**src/rtl/alu_result_display_if.sv**
```systemverilog
// Producer-side handshake into alu_result_display.
// ALU_DISPLAY_HEX_MODE_EN adds the hex_mode qualifier that travels with in_data.
interface alu_result_display_if;
  logic       in_valid;
  logic [7:0] in_data;
  logic       in_ready;
`ifdef ALU_DISPLAY_HEX_MODE_EN
  logic       hex_mode;

  modport master (
    output in_valid,
    output in_data,
    output hex_mode,
    input  in_ready
  );

  modport slave (
    input  in_valid,
    input  in_data,
    input  hex_mode,
    output in_ready
  );
`else
  modport master (
    output in_valid,
    output in_data,
    input  in_ready
  );

  modport slave (
    input  in_valid,
    input  in_data,
    output in_ready
  );
`endif
endinterface

```
**src/rtl/alu_result_display.sv**
```systemverilog
// Shows an 8-bit ALU result on three scanned active-low 7-segment digits via a double-dabble BCD FSM.
// Optional ALU_DISPLAY_HEX_MODE_EN: per-value hex_mode bypasses conversion and shows two hex digits.
module alu_result_display #(
  parameter int SCAN_DIV = 50000
) (
  input  logic                 clock,
  input  logic                 reset,
  alu_result_display_if.slave  bus,
  output logic                 busy,
  output logic [2:0]           digit_en,
  output logic [6:0]           seg
);

  localparam logic [0:0] ST_IDLE    = 1'b0;
  localparam logic [0:0] ST_CONVERT = 1'b1;

  localparam int              CNT_W    = (SCAN_DIV > 1) ? $clog2(SCAN_DIV) : 1;
  localparam logic [CNT_W-1:0] CNT_LAST = CNT_W'(SCAN_DIV - 1);

  localparam logic [6:0] SEG_BLANK = 7'b1111111;
  localparam logic [6:0] SEG_ZERO  = 7'b1000000;

  logic [0:0]       state_reg,    state_next;
  logic [19:0]      shift_reg,    shift_next;
  logic [3:0]       bit_cnt_reg,  bit_cnt_next;
  logic [11:0]      disp_reg,     disp_next;
  logic             hex_reg,      hex_next;
  logic [CNT_W-1:0] scan_cnt_reg, scan_cnt_next;
  logic [1:0]       idx_reg,      idx_next;
  logic [2:0]       digit_en_reg, digit_en_next;
  logic [6:0]       seg_reg,      seg_next;

  logic        accept;
  logic        take_hex;
  logic [19:0] adjusted;
  logic        scan_wrap;
  logic [3:0]  digit_nib;
  logic        digit_blank;

  assign bus.in_ready = (state_reg == ST_IDLE);
  assign busy         = (state_reg == ST_CONVERT);
  assign accept       = bus.in_valid & bus.in_ready;
  assign digit_en     = digit_en_reg;
  assign seg          = seg_reg;

`ifdef ALU_DISPLAY_HEX_MODE_EN
  assign take_hex = bus.hex_mode;
`else
  assign take_hex = 1'b0;
`endif

  // Add-3 correction applied to each BCD nibble before the shift.
  genvar gi;
  generate
    for (gi = 0; gi < 3; gi++) begin : g_dabble
      assign adjusted[8 + 4*gi +: 4] = (shift_reg[8 + 4*gi +: 4] >= 4'd5)
                                     ? shift_reg[8 + 4*gi +: 4] + 4'd3
                                     : shift_reg[8 + 4*gi +: 4];
    end
  endgenerate
  assign adjusted[7:0] = shift_reg[7:0];

  always_comb begin
    state_next   = state_reg;
    shift_next   = shift_reg;
    bit_cnt_next = bit_cnt_reg;
    disp_next    = disp_reg;
    hex_next     = hex_reg;
    case (state_reg)
      ST_IDLE: begin
        if (accept) begin
          if (take_hex) begin
            disp_next = {4'h0, bus.in_data};
            hex_next  = 1'b1;
          end else begin
            shift_next   = {12'd0, bus.in_data};
            bit_cnt_next = 4'd0;
            state_next   = ST_CONVERT;
          end
        end
      end
      ST_CONVERT: begin
        shift_next   = adjusted << 1;
        bit_cnt_next = bit_cnt_reg + 4'd1;
        // The eighth shift completes the conversion; publish in the same edge.
        if (bit_cnt_reg == 4'd7) begin
          disp_next  = shift_next[19:8];
          hex_next   = 1'b0;
          state_next = ST_IDLE;
        end
      end
      default: state_next = ST_IDLE;
    endcase
  end

  // Scan timing runs freely, independent of the conversion FSM.
  assign scan_wrap     = (scan_cnt_reg == CNT_LAST);
  assign scan_cnt_next = scan_wrap ? '0 : scan_cnt_reg + 1'b1;

  always_comb begin
    idx_next = idx_reg;
    if (scan_wrap) begin
      idx_next = (idx_reg == 2'd2) ? 2'd0 : idx_reg + 2'd1;
    end
  end

  generate
    for (gi = 0; gi < 3; gi++) begin : g_digit_en
      assign digit_en_next[gi] = (idx_next == 2'(gi));
    end
  endgenerate

  // Pattern is taken from the next-cycle value so seg and digit_en stay paired.
  always_comb begin
    digit_nib   = disp_next[3:0];
    digit_blank = 1'b0;
    case (idx_next)
      2'd2: begin
        digit_nib   = disp_next[11:8];
        digit_blank = hex_next | (disp_next[11:8] == 4'd0);
      end
      2'd1: begin
        digit_nib   = disp_next[7:4];
        digit_blank = ~hex_next & (disp_next[11:8] == 4'd0) & (disp_next[7:4] == 4'd0);
      end
      default: begin
        digit_nib   = disp_next[3:0];
        digit_blank = 1'b0;
      end
    endcase
    seg_next = digit_blank ? SEG_BLANK : seg_pattern(digit_nib);
  end

  function automatic logic [6:0] seg_pattern(input logic [3:0] nib);
    logic [6:0] pat;
    case (nib)
      4'h0:    pat = 7'b1000000;
      4'h1:    pat = 7'b1111001;
      4'h2:    pat = 7'b0100100;
      4'h3:    pat = 7'b0110000;
      4'h4:    pat = 7'b0011001;
      4'h5:    pat = 7'b0010010;
      4'h6:    pat = 7'b0000010;
      4'h7:    pat = 7'b1111000;
      4'h8:    pat = 7'b0000000;
      4'h9:    pat = 7'b0010000;
      4'hA:    pat = 7'b0001000;
      4'hB:    pat = 7'b0000011;
      4'hC:    pat = 7'b1000110;
      4'hD:    pat = 7'b0100001;
      4'hE:    pat = 7'b0000110;
      default: pat = 7'b0001110;
    endcase
    return pat;
  endfunction

  always_ff @(posedge clock or posedge reset) begin
    if (reset) begin
      state_reg    <= ST_IDLE;
      shift_reg    <= 20'd0;
      bit_cnt_reg  <= 4'd0;
      disp_reg     <= 12'd0;
      hex_reg      <= 1'b0;
      scan_cnt_reg <= '0;
      idx_reg      <= 2'd0;
      digit_en_reg <= 3'b001;
      seg_reg      <= SEG_ZERO;
    end else begin
      state_reg    <= state_next;
      shift_reg    <= shift_next;
      bit_cnt_reg  <= bit_cnt_next;
      disp_reg     <= disp_next;
      hex_reg      <= hex_next;
      scan_cnt_reg <= scan_cnt_next;
      idx_reg      <= idx_next;
      digit_en_reg <= digit_en_next;
      seg_reg      <= seg_next;
    end
  end

endmodule

```
**src/flat_wrapper.sv**
```systemverilog
// flat-port wrapper written by rule: the top's interface ports become plain ports
module alu_result_display_flat 
#(
  parameter int SCAN_DIV = 50000
)
  (clock, reset, busy, digit_en, seg, bus_in_valid, bus_in_data, bus_in_ready);
  alu_result_display_if bus_i ();
  input  logic clock;
  input  logic reset;
  output logic busy;
  output logic [2:0] digit_en;
  output logic [6:0] seg;
  input wire logic [$bits(bus_i.in_valid)-1:0] bus_in_valid;
  input wire logic [$bits(bus_i.in_data)-1:0] bus_in_data;
  output wire logic [$bits(bus_i.in_ready)-1:0] bus_in_ready;
  assign bus_i.in_valid = bus_in_valid;
  assign bus_i.in_data = bus_in_data;
  assign bus_in_ready = bus_i.in_ready;
  alu_result_display #(.SCAN_DIV(SCAN_DIV)) u_core (.clock(clock), .reset(reset), .bus(bus_i), .busy(busy), .digit_en(digit_en), .seg(seg));
endmodule
```
**config.mk**
```make
export PLATFORM = sky130hd
export DESIGN_NAME = alu_result_display_flat
export DESIGN_NICKNAME = d
export VERILOG_FILES = /design/src/rtl/alu_result_display_if.sv /design/src/rtl/alu_result_display.sv /design/src/flat_wrapper.sv
export SDC_FILE = /design/constraint.sdc
export NUM_CORES = 1
export LEC_CHECK = 0
export CAP_MARGIN = 0
export CORE_AREA = 8 8 149 81
export DETAILED_ROUTE_END_ITERATION = 16
export DIE_AREA = 0 0 157 89
export GPL_TIMING_DRIVEN = 0
export RECOVER_POWER = 50
export SYNTH_ARGS = -nofsm -noshare
export SYNTH_HDL_FRONTEND = slang
export SYNTH_SLANG_ARGS = --single-unit
```
**constraint.sdc**
```tcl
create_clock -name clock -period 4.15 [get_ports clock]
set_clock_uncertainty 0.2 [all_clocks]
set_input_delay 0.415 -clock clock [delete_from_list [all_inputs] [get_ports clock]]
set_output_delay 0.415 -clock clock [all_outputs]
set_load 0.01 [all_outputs]
```
# Yosys cells after proc, flatten, opt, wreduce, memory -nomap -nowiden
# Memories as Yosys holds them, arrays and structs flattened.
# Cells that the tools add are included.
dict set report totals {
  romBits 112
  memories 1
  register_bits 66
  word_cells 54
  out_inout_bits 12
  in_bits 11
}
# name words word_bits read_ports rd_clocked_by_memory_dff wr line
set memory_table {}
lappend memory_table {{(name not given)} 16 7 1 0 0 alu_result_display.sv:136} ;# case (nib)
dict set report op_classes {
  n_eq_ne 6
  n_reduce_logical 3
  order_cmp 3
  addsub 6
  mux 20
  bitwise 6
}
# operator n
set ops {}
lappend ops {{20-bit one-hot mux with 2 select lines} 1}
lappend ops {{12-bit one-hot mux with 2 select lines} 1}
lappend ops {{20-bit two-way mux} 1}
lappend ops {{16-bit by 1-bit adder with 16-bit output, second input constant} 1}
lappend ops {{16-bit == test, second input constant} 1}
lappend ops {{16-bit two-way mux} 1}
lappend ops {{4-bit one-hot mux with 2 select lines} 2}
lappend ops {{4-bit by 3-bit greater-or-equal comparator with 1-bit output, second input constant} 3}
lappend ops {{12-bit two-way mux} 1}
lappend ops {{4-bit two-way mux} 3}
lappend ops {{4-bit by 2-bit adder with 4-bit output, second input constant} 2}
lappend ops {{4-bit logical NOT} 2}
lappend ops {{7-bit two-way mux} 1}
lappend ops {{1-bit one-hot mux with 2 select lines} 3}
lappend ops {{4-bit by 1-bit adder with 4-bit output, second input constant} 1}
lappend ops {{2-bit == test, second input constant} 2}
lappend ops {{4-bit by 3-bit == test with 1-bit output, second input constant} 1}
lappend ops {{2-bit two-way mux} 2}
lappend ops {{3-bit by 2-bit adder with 3-bit output, second input constant} 1}
lappend ops {{1-bit bitwise AND} 3}
lappend ops {{1-bit two-way mux} 3}
lappend ops {{3-bit two-way mux} 1}
lappend ops {{2-bit by 1-bit adder with 2-bit output, second input constant} 1}
lappend ops {{2-bit by 1-bit == test with 1-bit output, second input constant} 1}
lappend ops {{4 further kinds} 5}

# Logic depth before layout (Yosys ltp)
# Gate-level depths: netlist (run 1).
dict set report depth {
  ltp_word 9
  mapped_depth 15
}

# Worst setup path after synthesis (run 1)
# No wires, ideal clock.
dict set report synth_timing {
  kind {reg2reg}
  startpoint {register u_core.scan_cnt_reg[0]}
  endpoint {register u_core.seg_reg[1] (netlist: u_core.seg[1])}
  arrival_ns 2.631
  required_ns 3.794
  setup_slack_ns 1.163
  path_buffers 2
  path_stages_with_launch 14
  cell_sequence {dfrtp_1 -> ha_1 -> and3_1 -> buf_2 -> and4_1 -> buf_6 -> mux2i_4 -> nor2b_4 -> o21ba_1 -> a211o_1 -> ha_1 -> nor2_1 -> a211o_1 -> o311ai_2}
}
dict set report synth_between {
  elab_chain_len 6
}
# item line
set synth_rtl {}
lappend synth_rtl {{start, declared} alu_result_display.sv:28} ;# logic [CNT_W-1:0] scan_cnt_reg, scan_cnt_next;
lappend synth_rtl {{start signal, assigned} alu_result_display.sv:174} ;# scan_cnt_reg <= scan_cnt_next;
lappend synth_rtl {{16-bit == test (*)} alu_result_display.sv:97} ;# assign scan_wrap = (scan_cnt_reg == CNT_LAST);
lappend synth_rtl {{2-bit two-way mux (*)} alu_result_display.sv:102} ;# if (scan_wrap) begin
lappend synth_rtl {{2-bit by 1-bit == test with 1-bit output / 2-bit == test (equally long branches)} alu_result_display.sv:117} ;# case (idx_next)
lappend synth_rtl {{4-bit one-hot mux with 2 select lines} alu_result_display.sv:117}
lappend synth_rtl {{memory 16 x 7 bit} -}
lappend synth_rtl {{7-bit two-way mux (*)} alu_result_display.sv:131} ;# seg_next = digit_blank ? SEG_BLANK : seg_pattern(digit_nib);
lappend synth_rtl {{named net u_core.seg_next[1]} alu_result_display.sv:31} ;# logic [6:0] seg_reg, seg_next;
lappend synth_rtl {{end signal, assigned} alu_result_display.sv:177} ;# seg_reg <= seg_next;
lappend synth_rtl {{end, declared} alu_result_display.sv:31}
# Mark *: on every way through the listed nets, which the timed path passes. The rest lies on a longest branch.
# A chain may end at the register's enable or synchronous reset.

# Worst setup path after layout (run 1)
dict set report layout_timing {
  startpoint {register u_core.bit_cnt_reg[0]}
  endpoint {register u_core.seg_reg[1] (netlist: u_core.seg[1])}
}
dict set report layout_between {
  elab_chain_len 8
}
# item line
set layout_rtl {}
lappend layout_rtl {{start, declared} alu_result_display.sv:25} ;# logic [3:0] bit_cnt_reg, bit_cnt_next;
lappend layout_rtl {{start signal, assigned} alu_result_display.sv:171} ;# bit_cnt_reg <= bit_cnt_next;
lappend layout_rtl {{4-bit by 3-bit == test with 1-bit output (*)} alu_result_display.sv:86} ;# if (bit_cnt_reg == 4'd7) begin
lappend layout_rtl {{12-bit two-way mux (*)} alu_result_display.sv:86}
lappend layout_rtl {{12-bit one-hot mux with 2 select lines (*)} alu_result_display.sv:69} ;# case (state_reg)
lappend layout_rtl {{named net u_core.disp_next[8]} alu_result_display.sv:26} ;# logic [11:0] disp_reg, disp_next;
lappend layout_rtl {{parallel branches: the longest is 4 deep, another holds memory 16 x 7 bit} -}
lappend layout_rtl {{7-bit two-way mux (*)} alu_result_display.sv:131}
lappend layout_rtl {{named net u_core.seg_next[1]} alu_result_display.sv:31}
# Mark *: on every way through the listed nets, which the timed path passes.

==> impl_metrics.json, run 1 <==
{
  "post-route-drc-count": 0,
  "die_area_um2": 14000,
  "synth-seq-cells": 66,
  "layout_commonest_cell": "dfrtp_1",
  "hold_depth": 1,
  "combPwrFrac": 0.424,
  "ioPinCount": 23,
  "cts_tree": "yes",
  "maxCapViolCount": 1,
  "initialDrtViolationCount": 159,
  "powerDensity_nw_per_um2": 717,
  "routabilityCongestion": 0.845,
  "ys.flop_type": "dfrtp_1",
  "worstReg2RegStart": "u_core.bit_cnt_reg[0]",
  "placed_area_um2": 3810,
  "fillCellCount": 962,
  "cts-resized-gates": 0,
  "clk_pin_slew_ns": 0.06,
  "drive_gt1_frac": 0.109,
  "diodes": 0,
  "r2r_slack_ns": 0.46,
  "pwr-share-clk": 0.248,
  "gr-total-overflow": 0,
  "seq_area_frac_synth": 0.483,
  "ant_nets": 0,
  "synth-warning-count": 0,
  "viasPerCell": 4.93,
  "dp_slack_ns": 0.576,
  "synth-edff-count": 0,
  "timing.fmax_ghz": 0.271,
  "drt-total-wl_mm": 7.93,
  "p_int_mw": 1.82,
  "layout_common_cells": "dfrtp_1 (64), nand2_1 (41), nor2_1 (23)",
  "min_period_over_period": 0.889,
  "worstSkewPairLatency_ns": 0.33,
  "min_to": "u_core.scan_cnt_reg[0]",
  "fin_crit_ns": 3.69,
  "root_buffer": "clkbuf_16",
  "rr_worst_depth": 13,
  "p_total_mw": 2.94,
  "start_kind": "register",
  "p_leak_nw": 1.84,
  "place_inst": 501,
  "rsz0062_at_grt": "no",
  "core_um2": 9920,
  "hold_path.class": "reg -> reg",
  "sequentialPowerShare": 0.328,
  "dp_hpwl_mm": 5.66,
  "synth_cells": 340,
  "die_h_um": 89,
  "htree_levels": 3,
  "setup_ws_ns": 0.459,
  "largest_reg_flops": 20,
  "nNetsFinal": 396,
  "port_buffers": 21,
  "syn_area_um2": 3430,
  "syn2layout_area_growth_pct": 19.8,
  "routedWlPerCell_um": 15.3,
  "worst_pin_slew_ns": 2.56,
  "status": "finished, violations left",
  "antenna_found_initial": 0,
  "cts.sinks": 66,
  "required_ns": 4.12,
  "slowest_delay_ns": 0.43,
  "worstSetupPathType": "reg -> reg",
  "start_util": 0.345,
  "grt_max_degree": 67,
  "first_pass_iters": 4,
  "cts_made_buffers": 9,
  "grt_pass1_vias": 2529,
  "hold_buffers": 0,
  "ys_types": 62,
  "syn_avg_cell_area_um2": 10.1,
  "crit_path_end_kind": "register",
  "stdcell_count": 517,
  "rows": 26,
  "critical_path.most_common_cell": "ha_1",
  "arrival_ns": 3.66,
  "hold_viol": 0,
  "hp-start": "u_core.scan_cnt_reg[0]",
  "timing.rr.end": "u_core.seg[1]",
  "violations": "max-capacitance violations, max-slew violations",
  "crit_fanout": 10,
  "final-max-slew-violation-count": 67,
  "routed-via-count": 2550,
  "fin_area_um2": 4100,
  "crit_slowest_cell": "dfrtp_1",
  "swShare": 0.382,
  "setup_viol": 0,
  "die_w_um": 157,
  "synth_fp_nets": 364,
  "fin_setup_tns_ns": 0,
  "path_cells": "ha_1, nand4b_1, buf_2, buf_1, nand2_1, o21ai_1, a21oi_1, mux2i_1, inv_1, ha_1, nor2_1, a211o_1, o311ai_2",
  "p_switching_mw": 1.12,
  "clockBufferDepth": 2,
  "fin_util": 0.414,
  "grt_use_total": 0.123,
  "postCtsSetupBuffers": 0,
  "ir_drop_mv": 0.326,
  "slew-limit-headroom": -0.707,
  "ys_async_sr_fraction": 1.00,
  "hold_slack_ns": 0.246,
  "grt_pass1_wl_mm": 13.4
}
[power by group through the flow]
stage / Combinational [mW] / Clock, mW / Sequential (mW)
floorplan: 0.902 / 0 / 0.956
global placement: 1.21 / 0 / 0.967
detailed placement: 1.24 / 0 / 0.970
CTS: 1.25 / 0.751 / 0.963
global route: 1.40 / 0.778 / 0.986
finish: 1.25 / 0.729 / 0.966
[kinds of logic (layout without fill, tap and decap cells)]
kind of cell	count (synthesis)	in the layout	share of synthesized area
AOI/OAI and AO/OA	79	79	0.156
xor gates and xnor gates	16	16	0.0409
adders and majority gates	13	13	0.0475
buffers and inverters	35	72	0.0442
DFF	66	66	0.483
muxes	17	17	0.0551
and+or+nand+nor	114	114	0.174
[cell usage after synthesis (5+ instances only)]
| library cell | number | share of area |
|---|---|---|
| dfrtp_1 | 64 | 0.47 |
| nand2_1 | 41 | 0.045 |
| nor2_1 | 23 | 0.025 |
| o21ai_0 | 22 | 0.032 |
| inv_1 | 19 | 0.021 |
| a21oi_1 | 14 | 0.020 |
| mux2i_1 | 14 | 0.041 |
| ha_1 | 13 | 0.047 |
| nand3_1 | 11 | 0.016 |
| clkbuf_1 | 8 | 0.0088 |
| xnor2_1 | 8 | 0.020 |
| xor2_1 | 8 | 0.020 |
| o22ai_1 | 6 | 0.011 |
| a211oi_1 | 5 | 0.011 |
| and3_1 | 5 | 0.0091 |
[critical path: cells and delay by family, from the launching register on]
| kind | cells | cell delay, ns |
|---|---|---|
| compound gates | 4 | 0.61 |
| simple gates | 3 | 0.43 |
| mux | 1 | 0.41 |
| flops | 1 | 0.43 |
| fa+ha+maj | 2 | 0.58 |
| buf+inv | 3 | 0.86 |
[routing by layer]
layer,vias up,GRT usage,routed length [µm]
met2,43,0.162,3130
li1,1265,-,-
met5,-,0,0
met4,0,0.0372,31
met3,4,0.0410,348
met1,1238,0.183,4410
[layout make-up]
| type | count | area, µm² | share of cell area |
|---|---|---|---|
| Timing Repair Buffer | 21 | 210 | 0.0512 |
| Sequential cell | 66 | 1650 | 0.403 |
| Inverter | 20 | 75.1 | 0.0183 |
| Tap cell | 140 | 175 | 0.0427 |
| Clock buffer | 12 | 267 | 0.0649 |
| Clock inverter | 4 | 25.0 | 0.00610 |
| Buffer | 15 | 76.3 | 0.0186 |
| Multi-Input combinational cell | 239 | 1620 | 0.395 |
[worst max path at each step]
stage	start	end	slack, ns	cells past startpoint
after detailed placement	u_core.bit_cnt_reg[0]	u_core.seg[1]	0.58	13
after global routing	u_core.bit_cnt_reg[0]	u_core.seg[1]	0.25	13
after floorplan	u_core.scan_cnt_reg[0]	u_core.seg[1]	1.16	13
after CTS	u_core.bit_cnt_reg[0]	u_core.seg[1]	0.53	13
after global placement	u_core.bit_cnt_reg[0]	u_core.seg[1]	0.61	13
final	u_core.bit_cnt_reg[0]	u_core.seg[1]	0.46	13
(Power assumes the default switching activity.)
==> run 2: changes to the inputs <==
CORE_AREA = 8 8 117 65   (was 8 8 149 81)
DIE_AREA = 0 0 125 73   (was 0 0 157 89)
PLACE_DENSITY = 0.79   (was not set)
==> run 2 against run 1 <==
The run still ends with max-capacitance violations, max-slew violations left. Maximum frequency rose by 0.27%. First-iteration DRC count increased by 50%. Hold slack gained 0.0062 ns. Wire length fell by 1.7%. Via count grew 5.1%. Non-clock buffer count stayed put. Register-to-register slack hardly changed. Power rose by 2.8%. Sequential power up 0.5%. Utilization is 27 points higher. Largest power group unchanged.
==> impl_metrics.json, run 2 (synthesis results as in run 1) <==
{
  "postCtsSetupBuffers": 0,
  "crit_fanout": 10,
  "crit_path_end_kind": "register",
  "initialDrtViolationCount": 239,
  "swShare": 0.371,
  "cts-resized-gates": 0,
  "met2_usage": 0.259,
  "grt_pass1_wl_mm": 13.0,
  "diodes": 0,
  "min_period_over_period": 0.887,
  "maxCapViolCount": 1,
  "cts_made_buffers": 9,
  "cts_tree": "yes",
  "fin_crit_ns": 3.68,
  "r2r_slack_ns": 0.47,
  "grt_max_degree": 67,
  "combPwrFrac": 0.418,
  "grt_use_total": 0.181,
  "gr-total-overflow": 0,
  "ioPinCount": 23,
  "slew-limit-headroom": -0.622,
  "clk_pin_slew_ns": 0.05,
  "port_buffers": 21,
  "start_util": 0.580,
  "root_buffer": "clkbuf_16",
  "ant_nets": 0,
  "fin_setup_tns_ns": 0,
  "hold_buffers": 0,
  "hold_depth": 1,
  "violations": "max-capacitance violations, max-slew violations",
  "die_area_um2": 9130,
  "routedWlPerCell_um": 17.2,
  "dp_hpwl_mm": 5.38,
  "layout_common_cells": "dfrtp_1 (64), nand2_1 (41), nor2_1 (23)",
  "drive_gt1_frac": 0.103,
  "syn2layout_area_growth_pct": 18.2,
  "setup_viol": 0,
  "start_kind": "register",
  "sequentialPowerShare": 0.321,
  "multi_input_area_um2": 1620,
  "viasPerCell": 5.90,
  "arrival_ns": 3.64,
  "required_ns": 4.11,
  "pwr-share-clk": 0.261,
  "rr_worst_depth": 13,
  "final-max-slew-violation-count": 67,
  "grt.busiest_layer": "met2",
  "clockBufferDepth": 2,
  "largest_reg_flops": 20,
  "status": "finished, violations left",
  "cts.sinks": 66,
  "worstReg2RegStart": "u_core.bit_cnt_reg[0]",
  "routabilityCongestion": 0.889,
  "hold_viol": 0,
  "timing.fmax_ghz": 0.272,
  "fillCellCount": 460,
  "first_pass_iters": 5,
  "layout_commonest_cell": "dfrtp_1",
  "p_total_mw": 3.02,
  "ir_drop_mv": 0.440,
  "core_um2": 5910,
  "die_h_um": 73,
  "min_to": "u_core.scan_cnt_reg[0]",
  "post-route-drc-count": 0,
  "powerDensity_nw_per_um2": 746,
  "nNetsFinal": 396,
  "die_w_um": 125,
  "worstSkewPairLatency_ns": 0.33,
  "grt_pass1_vias": 2544,
  "p_switching_mw": 1.12,
  "htree_levels": 3,
  "hold_slack_ns": 0.252,
  "antenna_found_initial": 0,
  "p_int_mw": 1.90,
  "met3_usage": 0.0634,
  "p_leak_nw": 1.85,
  "worst_pin_slew_ns": 2.43,
  "grt_util_met1": 0.250,
  "rows": 20,
  "hp-start": "u_core.scan_cnt_reg[0]",
  "regArea_um2": 1650,
  "worstSetupPathType": "reg -> reg",
  "rsz0062_at_grt": "no",
  "drt-total-wl_mm": 7.79,
  "routed-via-count": 2679,
  "timing.rr.end": "u_core.seg[1]",
  "hold_path.class": "reg -> reg"
}
[run 2: area by class of cell]
cell class	instances	area share
plain buffers	15	0.0188
clock buffers	15	0.0710
clock inverters	1	0.00741
inverters	20	0.0185
multi-input cells	239	0.400
flip-flops and latches	66	0.408
well taps	77	0.0238
repair buffers	21	0.0519
[run 2: metrics by stage]
step,instance area (µm²),setup slack [ns],std cells,utilization
floorplan,3430,1.16,340,-
global placement,3730,0.706,438,0.632
detailed placement,3740,0.600,438,0.633
CTS,4050,0.530,454,0.686
global route,4050,0.230,454,0.686
finish,4050,0.469,454,0.686
[run 2: layer usage]
metal	up-vias	part of all wire
met2	98	0.41
met3	12	0.078
met1	1302	0.50
li1	1267	-
met5	-	0
met4	0	0.0098
[run 2: worst max path at each step]
stage	start	endpoint	slack, ns	cells past startpoint
2_1_floorplan	u_core.scan_cnt_reg[0]	u_core.seg[1]	1.16	13
3_3_place_gp	reset	u_core.shift_reg[19]	0.71	2
3_5_place_dp	u_core.bit_cnt_reg[0]	u_core.seg[1]	0.60	13
4_1_cts	u_core.bit_cnt_reg[0]	u_core.seg[1]	0.53	13
5_1_grt	u_core.bit_cnt_reg[0]	u_core.seg[1]	0.23	13
6_report	u_core.bit_cnt_reg[0]	u_core.seg[1]	0.47	13
[run 2: worst max-delay path: stages, from the launching register on]
cell and delay, ns:
dfrtp_1 0.44, ha_1 0.27, nand4b_1 0.16, buf_2 0.28
buf_1 0.43, nand2_1 0.10, o21ai_1 0.20, a21oi_1 0.12
mux2i_1 0.38, inv_1 0.20, ha_1 0.33, nor2_1 0.17
a211o_1 0.14, o311ai_2 0.10
[run 2: power by group through the flow]
stage / clock (mW) / sequential (mW) / combinational, mW
floorplan: 0 / 0.956 / 0.902
global placement: 0 / 0.963 / 1.18
detailed placement: 0 / 0.973 / 1.22
CTS: 0.802 / 0.966 / 1.25
global route: 0.822 / 0.994 / 1.41
finish: 0.789 / 0.971 / 1.26
==> run 3: changes to the inputs <==
clock period = 4 ns   (was 4.15 ns; I/O delays follow)
==> results of run 3 <==
The final DEF is identical to that of run 2. Status: finished, violations left: max-capacitance violations, max-slew violations.
Among the figures that moved: setup slack after placement 0.600 ns -> 0.450 ns; setup slack after layout 0.469 ns -> 0.319 ns; register-to-register setup slack 0.47 ns -> 0.32 ns; total power 3.02 mW -> 3.14 mW; worst IR drop on VDD 0.440 mV -> 0.456 mV
